`src/rtl/xif_mem_read_arbiter.sv`:
```
// Round-robin arbiter sharing one X-interface memory read port among NUM_REQ requesters.
// One transaction in flight; optional response timeout completes with an error.
module xif_mem_read_arbiter #(
    parameter int NUM_REQ     = 4,
    parameter int ADDR_W      = 32,
    parameter int DATA_W      = 32,
    parameter int TIMEOUT_CYC = 255
) (
    input  logic                      clk_i,
    input  logic                      rst_ni,
    input  logic [NUM_REQ-1:0]        req_i,
    input  logic [NUM_REQ*ADDR_W-1:0] addr_i,
    output logic [NUM_REQ-1:0]        gnt_o,
    output logic [NUM_REQ-1:0]        done_o,
    output logic                      err_o,
    output logic [DATA_W-1:0]         rdata_o,
    output logic                      busy_o,
    output logic                      mem_valid_o,
    output logic [ADDR_W-1:0]         mem_addr_o,
    input  logic                      mem_ready_i,
    input  logic                      mem_result_valid_i,
    input  logic [DATA_W-1:0]         mem_result_rdata_i,
    input  logic                      mem_result_err_i
);
    localparam int PTR_W = $clog2(NUM_REQ);
    localparam int CNT_W = (TIMEOUT_CYC < 2) ? 1 : $clog2(TIMEOUT_CYC);
    localparam logic [CNT_W-1:0] CNT_LAST = CNT_W'((TIMEOUT_CYC == 0) ? 0 : TIMEOUT_CYC - 1);

    typedef enum logic [1:0] {IDLE, ISSUE, WAIT_RESP, RESP} state_e;

    state_e              state_q, state_d;
    logic [PTR_W-1:0]    ptr_q, ptr_d, sel_q, sel_d;
    logic [CNT_W-1:0]    cnt_q, cnt_d;
    logic [NUM_REQ-1:0]  gnt_d, done_d;
    logic                err_d, busy_d, mem_valid_d;
    logic [DATA_W-1:0]   rdata_d;
    logic [ADDR_W-1:0]   mem_addr_d, addr_win;

    logic [PTR_W-1:0]    win;
    logic                win_vld;
    logic [PTR_W:0]      cand;

    // First asserted request at or above ptr_q, wrapping past NUM_REQ-1.
    always_comb begin
        win     = '0;
        win_vld = 1'b0;
        cand    = '0;
        for (int i = 0; i < NUM_REQ; i++) begin
            cand = {1'b0, ptr_q} + (PTR_W+1)'(i);
            if (cand >= (PTR_W+1)'(NUM_REQ)) cand = cand - (PTR_W+1)'(NUM_REQ);
            if (!win_vld && req_i[cand[PTR_W-1:0]]) begin
                win     = cand[PTR_W-1:0];
                win_vld = 1'b1;
            end
        end
    end

    assign addr_win = addr_i[int'(win)*ADDR_W +: ADDR_W];

    always_comb begin
        state_d     = state_q;
        ptr_d       = ptr_q;
        sel_d       = sel_q;
        cnt_d       = cnt_q;
        gnt_d       = '0;
        done_d      = '0;
        err_d       = 1'b0;
        rdata_d     = rdata_o;
        mem_valid_d = mem_valid_o;
        mem_addr_d  = mem_addr_o;
        unique case (state_q)
            IDLE: begin
                if (win_vld) begin
                    state_d     = ISSUE;
                    sel_d       = win;
                    gnt_d       = NUM_REQ'(1) << win;
                    mem_valid_d = 1'b1;
                    mem_addr_d  = addr_win;
                end
            end
            ISSUE: begin
                if (mem_ready_i) begin
                    state_d     = WAIT_RESP;
                    mem_valid_d = 1'b0;
                    cnt_d       = '0;
                end
            end
            WAIT_RESP: begin
                // A result arriving in the expiry cycle still counts as a normal completion.
                if (mem_result_valid_i) begin
                    state_d = RESP;
                    done_d  = NUM_REQ'(1) << sel_q;
                    err_d   = mem_result_err_i;
                    rdata_d = mem_result_rdata_i;
                end else if (TIMEOUT_CYC != 0 && cnt_q == CNT_LAST) begin
                    state_d = RESP;
                    done_d  = NUM_REQ'(1) << sel_q;
                    err_d   = 1'b1;
                    rdata_d = '0;
                end else begin
                    cnt_d = cnt_q + 1'b1;
                end
            end
            RESP: begin
                state_d = IDLE;
                ptr_d   = (sel_q == PTR_W'(NUM_REQ - 1)) ? '0 : sel_q + 1'b1;
            end
            default: state_d = IDLE;
        endcase
        busy_d = (state_d != IDLE);
    end

    always_ff @(posedge clk_i or negedge rst_ni) begin
        if (!rst_ni) begin
            state_q     <= IDLE;
            ptr_q       <= '0;
            sel_q       <= '0;
            cnt_q       <= '0;
            gnt_o       <= '0;
            done_o      <= '0;
            err_o       <= 1'b0;
            rdata_o     <= '0;
            busy_o      <= 1'b0;
            mem_valid_o <= 1'b0;
            mem_addr_o  <= '0;
        end else begin
            state_q     <= state_d;
            ptr_q       <= ptr_d;
            sel_q       <= sel_d;
            cnt_q       <= cnt_d;
            gnt_o       <= gnt_d;
            done_o      <= done_d;
            err_o       <= err_d;
            rdata_o     <= rdata_d;
            busy_o      <= busy_d;
            mem_valid_o <= mem_valid_d;
            mem_addr_o  <= mem_addr_d;
        end
    end
endmodule

```
`config.mk`:
```
export PLATFORM = sky130hd
export DESIGN_NAME = xif_mem_read_arbiter
export DESIGN_NICKNAME = d
export VERILOG_FILES = /design/src/rtl/xif_mem_read_arbiter.sv
export SDC_FILE = /design/constraint.sdc
export NUM_CORES = 1
export LEC_CHECK = 0
export CORE_MARGIN = 2
export CORE_UTILIZATION = 39
export DETAILED_ROUTE_END_ITERATION = 16
export PLACE_DENSITY = 0.81
export SYNTH_ARGS = -nofsm -noshare
export SYNTH_HDL_FRONTEND = slang
export SYNTH_SLANG_ARGS = --single-unit
```
`constraint.sdc`:
```
create_clock -name clk_i -period 1.9 [get_ports clk_i]
set_input_delay 0.38 -clock clk_i [delete_from_list [all_inputs] [get_ports clk_i]]
set_output_delay 0.38 -clock clk_i [all_outputs]
set_load 0.05 [all_outputs]
```
* Yosys cells after proc, flatten, opt, wreduce, memory -nomap -nowiden
Index checks and enable logic that the tools add are counted.
Word-level totals: register bits 89, output and inout port bits 75, logic and storage cells 98
Operators by class: multiplexer cells 43, add/sub/neg operators 9, eq/ne operators 9, reductions and logical operators 15, shift operators 3, magnitude comparators 8
Operators with widths (number):
- $shiftx 128x8->32 | 1
- $mux 32 | 2
- $mux 2 | 13
- $mux 8 | 3
- $mux 4 | 5
- $pmux 8 s2 | 1
- $mux 1 | 13
- $lt 2x3->1 const B | 4
- $ge 3x3->1 const B | 3
- $add 8x1->8 const B | 1
- $bmux 1 s2 | 4
- $eq 8x8->1 const B | 1
- $ne 2x2->1 const B | 4
- $pmux 2 s4 | 1
- $reduce_bool 2->1 | 4
- $shl 1x2->4 const A | 2
- $sub 2x1->2 const B | 4
- $add 2x2->3 const B | 2
- $eq 2x2->1 const B | 3
- $reduce_and 2->1 | 2
- $reduce_and 4->1 | 1
- $add 2x1->3 const B | 1
- $ge 2x3->1 const B | 1
- $logic_and 1x1->1 | 3
- other kinds (6) | 8

* Depth between registers and ports, before layout
depth in word-level cells 17, gate-level depth with buffers 7, mapped depth without buffers 7

* Worst setup path before layout
No wires, ideal clock.
path kind register to register, start reg cnt_q[0], end reg rdata_o[0], data arrival time 1.492 ns, data required time 1.779 ns, stages on the path, launching flop included 8, setup slack 0.287 ns, cells stage by stage dfrtp_1 inv_1 ha_1 nand3_1 o21bai_1 nand2_1 buf_2 a22o_1
Between the ends: cells in the longest elaborated chain, start to end 3
Ends and longest elaborated chain:
- start, declared | RTL line 33 | logic [CNT_W-1:0] cnt_q, cnt_d;
- start signal, assigned | RTL line 130 | cnt_q <= cnt_d;
- $eq 8x8->1 | RTL line 95 | end else if (TIMEOUT_CYC != 0 && cnt_q == CNT_LAST) begin
- $reduce_bool 2->1 (no line)
- $reduce_and 2->1 (no line)
- end signal, assigned | RTL line 134 | rdata_o <= rdata_d;
- end, declared | RTL line 16 | output logic [DATA_W-1:0] rdata_o,
No other way between the ends. A chain may end at the register's enable or synchronous reset.

* Final worst setup path
start reg mem_addr_o[26], end out mem_addr_o[26]
RTL lines:
- start, declared | RTL line 19 | output logic [ADDR_W-1:0] mem_addr_o,
- start signal, assigned | RTL line 137 | mem_addr_o <= mem_addr_d;
No word-level cell between the ends.

==> impl_metrics.env <==
export IMPL_avgSynthCellArea_um2=12.1
export IMPL_place_ws_ns=-0.325
export IMPL_criticalPathCategory="flop to output port"
export IMPL_drt_pass1_iterations=4
export IMPL_clk_latency_ns=0.34
export IMPL_final_antenna_net_count=0
export IMPL_drc=0
export IMPL_setup_ws_ns=0.0326
export IMPL_critPathLaunchType="flop"
export IMPL_cts_clk_slew_worst_paths_ns=0.06
export IMPL_fp_coreArea_um2=10900
export IMPL_dieArea_um2=12200
export IMPL_die_y_um=111
export IMPL_antenna_found_initial=0
export IMPL_placed_area_um2=7040
export IMPL_synth_cells=366
export IMPL_status="complete, no violations"
export IMPL_fin_area_um2=7330
export IMPL_ys_types=42
export IMPL_multi_input_area_um2=2000
export IMPL_nFillCells=834
export IMPL_place_gp_congestion=0.853
export IMPL_syn_area_um2=4430
export IMPL_cp_top_family="buffers and inverters"
export IMPL_routed_via_density=5.24
export IMPL_slowest_delay_ns=0.81
export IMPL_wire_per_inst_um=17.9
export IMPL_maxSlewHeadroom_pct=64.0
export IMPL_area_growth_synth_to_final_pct=65.5
export IMPL_synth_warnings=0
export IMPL_rows=38
export IMPL_finalWirelength_um=13700
export IMPL_synth_edf_count=0
export IMPL_tns_ns=0
export IMPL_arrival_ns=1.49
export IMPL_finalSetupViolations=0
export IMPL_h_tree_depth=3
export IMPL_synth_top_cell_area_share_pct=50.3
export IMPL_cellLeakagePower_uw=0.00357
export IMPL_slew_violations=0
export IMPL_tightest_slew_ns=0.542
export IMPL_grt_usage_pct=22.3
export IMPL_fmax_mhz=535
export IMPL_antennaDiodeCount=0
export IMPL_clock_sinks=89
export IMPL_hold_buffers=0
export IMPL_ys_seq_elements=89
export IMPL_finalClockSkew_ns=0.00968
export IMPL_path_max_fanout=2
export IMPL_floorplan_initialDensity_pct=40.5
export IMPL_grt_pass1_vias=4297
export IMPL_ys_dominant_reg_cell="dfrtp_1"
export IMPL_vias=4020
export IMPL_critPathBufInv=1
export IMPL_cts_buffers=9
export IMPL_cp_slowest_cell="clkdlybuf4s50_1"
export IMPL_layout_drive_gt1_share_pct=16.4
export IMPL_io_buffers=243
export IMPL_synth_area_leaders="dfrtp_1 50%, mux2i_1 15%, a22o_1 6.3%"
export IMPL_seq_area_um2=2230
export IMPL_syn_nets=541
export IMPL_nNetsFinal=798
export IMPL_final_min_clock_period_ns=1.87
export IMPL_hpwl_um=10500
export IMPL_worstSetupEndpointType="output port"
export IMPL_irDropWorstVdd_uv=1100
export IMPL_ys_seq_area_share_pct=50.3
export IMPL_cp_required_ns=1.52
export IMPL_hold_path_class="input pin to async pin"
export IMPL_fp_dieW_um=111
export IMPL_synth_top_area_cell="dfrtp_1"
export IMPL_num_io_pins=244
export IMPL_power_density_nw_per_um2=1610
export IMPL_max_clock_path_buffers=2
export IMPL_crit_chain="clkdlybuf4s50_1"
export IMPL_drtIter0Drc=174
export IMPL_hold_slack_ns=0.0123
export IMPL_async_flop_share_pct=100
export IMPL_drv_cap=0
export IMPL_fin_crit_sh_pct=98.3
export IMPL_cts_tree="yes"
export IMPL_clock_root_buffer="clkbuf_16"
export IMPL_grt_max_degree=37
export IMPL_hold_viol=0
export IMPL_total_power_uw=11800
export IMPL_grt_pass1_wl_um=22000
export IMPL_grt_ovfl_total=0
[stage by stage]
step	cells	utilization, %
after floorplan	366	-
after global placement	752	64.4
after detailed placement	752	64.4
after CTS	767	66.6
after global routing	767	67.0
final	767	67.0
[path summary, 6_finish.rpt]
path	startpoint	endpoint	slack (ns)	cells past startpoint
max in group asynchronous	rst_ni	rdata_o[16]$_DFFE_PN0P_	1.28	2
worst min register to register	mem_addr_o[10]$_DFFE_PN0P_	mem_addr_o[10]$_DFFE_PN0P_	0.48	2
min in group clk_i	mem_addr_o[10]$_DFFE_PN0P_	mem_addr_o[10]$_DFFE_PN0P_	0.48	2
worst min-delay path	rst_ni	rdata_o[22]$_DFFE_PN0P_	0.01	1
worst max-delay path	mem_addr_o[26]$_DFFE_PN0P_	mem_addr_o[26]	0.03	1
worst max register to register	ptr_q[1]$_DFFE_PN0N_	mem_addr_o[17]$_DFFE_PN0P_	0.10	6
[cells by family (layout without fill, tap and decap cells)]
group,Yosys count,count (layout),share of synthesized area (%)
adder cells (fa/ha/maj),6,6,1.70
XOR/XNOR,3,3,0.593
AO/OA/AOI/OAI,86,86,18.3
flip-flops,89,89,50.3
buffers and inverters,28,289,4.69
AND/OR/NAND/NOR,88,88,9.44
multiplexers,66,66,14.9
[synth_stat cells, drive strengths merged (2+ instances only)]
master,count
o221ai,32
nand2b,3
nand2,49
a21o,2
buf,20
nor3,3
o21ai,8
dfrtp,89
clkbuf,4
mux2i,65
nor3b,2
and3,5
inv,4
nand3,8
a22o,32
or3,2
xnor2,2
a21oi,6
ha,6
nor2,9
[power breakdown]
part | internal, µW | total (µW) | switching (µW)
logic | 2620 | 6920 | 4300
registers | 2680 | 3200 | 520
clock network | 900 | 1670 | 769
total | 6200 | 11800 | 5590
[sequential cells by signal, summed over array words and instances, names as in the netlist]
name	count
busy_o	1
mem_valid_o	1
err_o	1
mem_addr_o	32
state_q	2
gnt_o	4
sel_q	2
cnt_q	8
rdata_o	32
done_o	4
ptr_q	2
[cell usage in the layout (no fill, tap or decap), drive strengths merged, types with 5 or more instances in the layout]
master,synthesis,layout
clkdlybuf4s50,0,171
nor2,9,9
dlymetal6s2s,0,13
a21oi,6,6
o221ai,32,32
o21ai,8,8
dfrtp,89,89
inv,4,7
and3,5,5
buf,20,65
dlygate4sd2,0,21
clkbuf,4,9
ha,6,6
nand3,8,8
nand2,49,49
mux2i,65,65
a22o,32,32
[cell type report]
cell class                 instances  share of cell area [%]
timing repair buffer             270                    35.9
sequential                        89                    30.4
clock buffer                       9                    3.07
multi-input combinational        249                    27.3
tap                              140                    2.39
clock inverter                     6                   0.700
inverter                           4                   0.205
[layer usage]
metal  up-vias  global-route usage (%)  wire length, µm
met2       191                    38.4             6850
met4         0                    6.17              206
li1       1889                       -                -
met1      1924                    26.7             5550
met3        16                    7.52             1120
met5         -                       0                0
[timing repair]
action                                  CTS  global route
gates resized for setup                  21            15
hold endpoints to repair                  0             0
buffers inserted                          0             0
endpoints found under the setup margin   21            63
(Power assumes the default switching activity.)
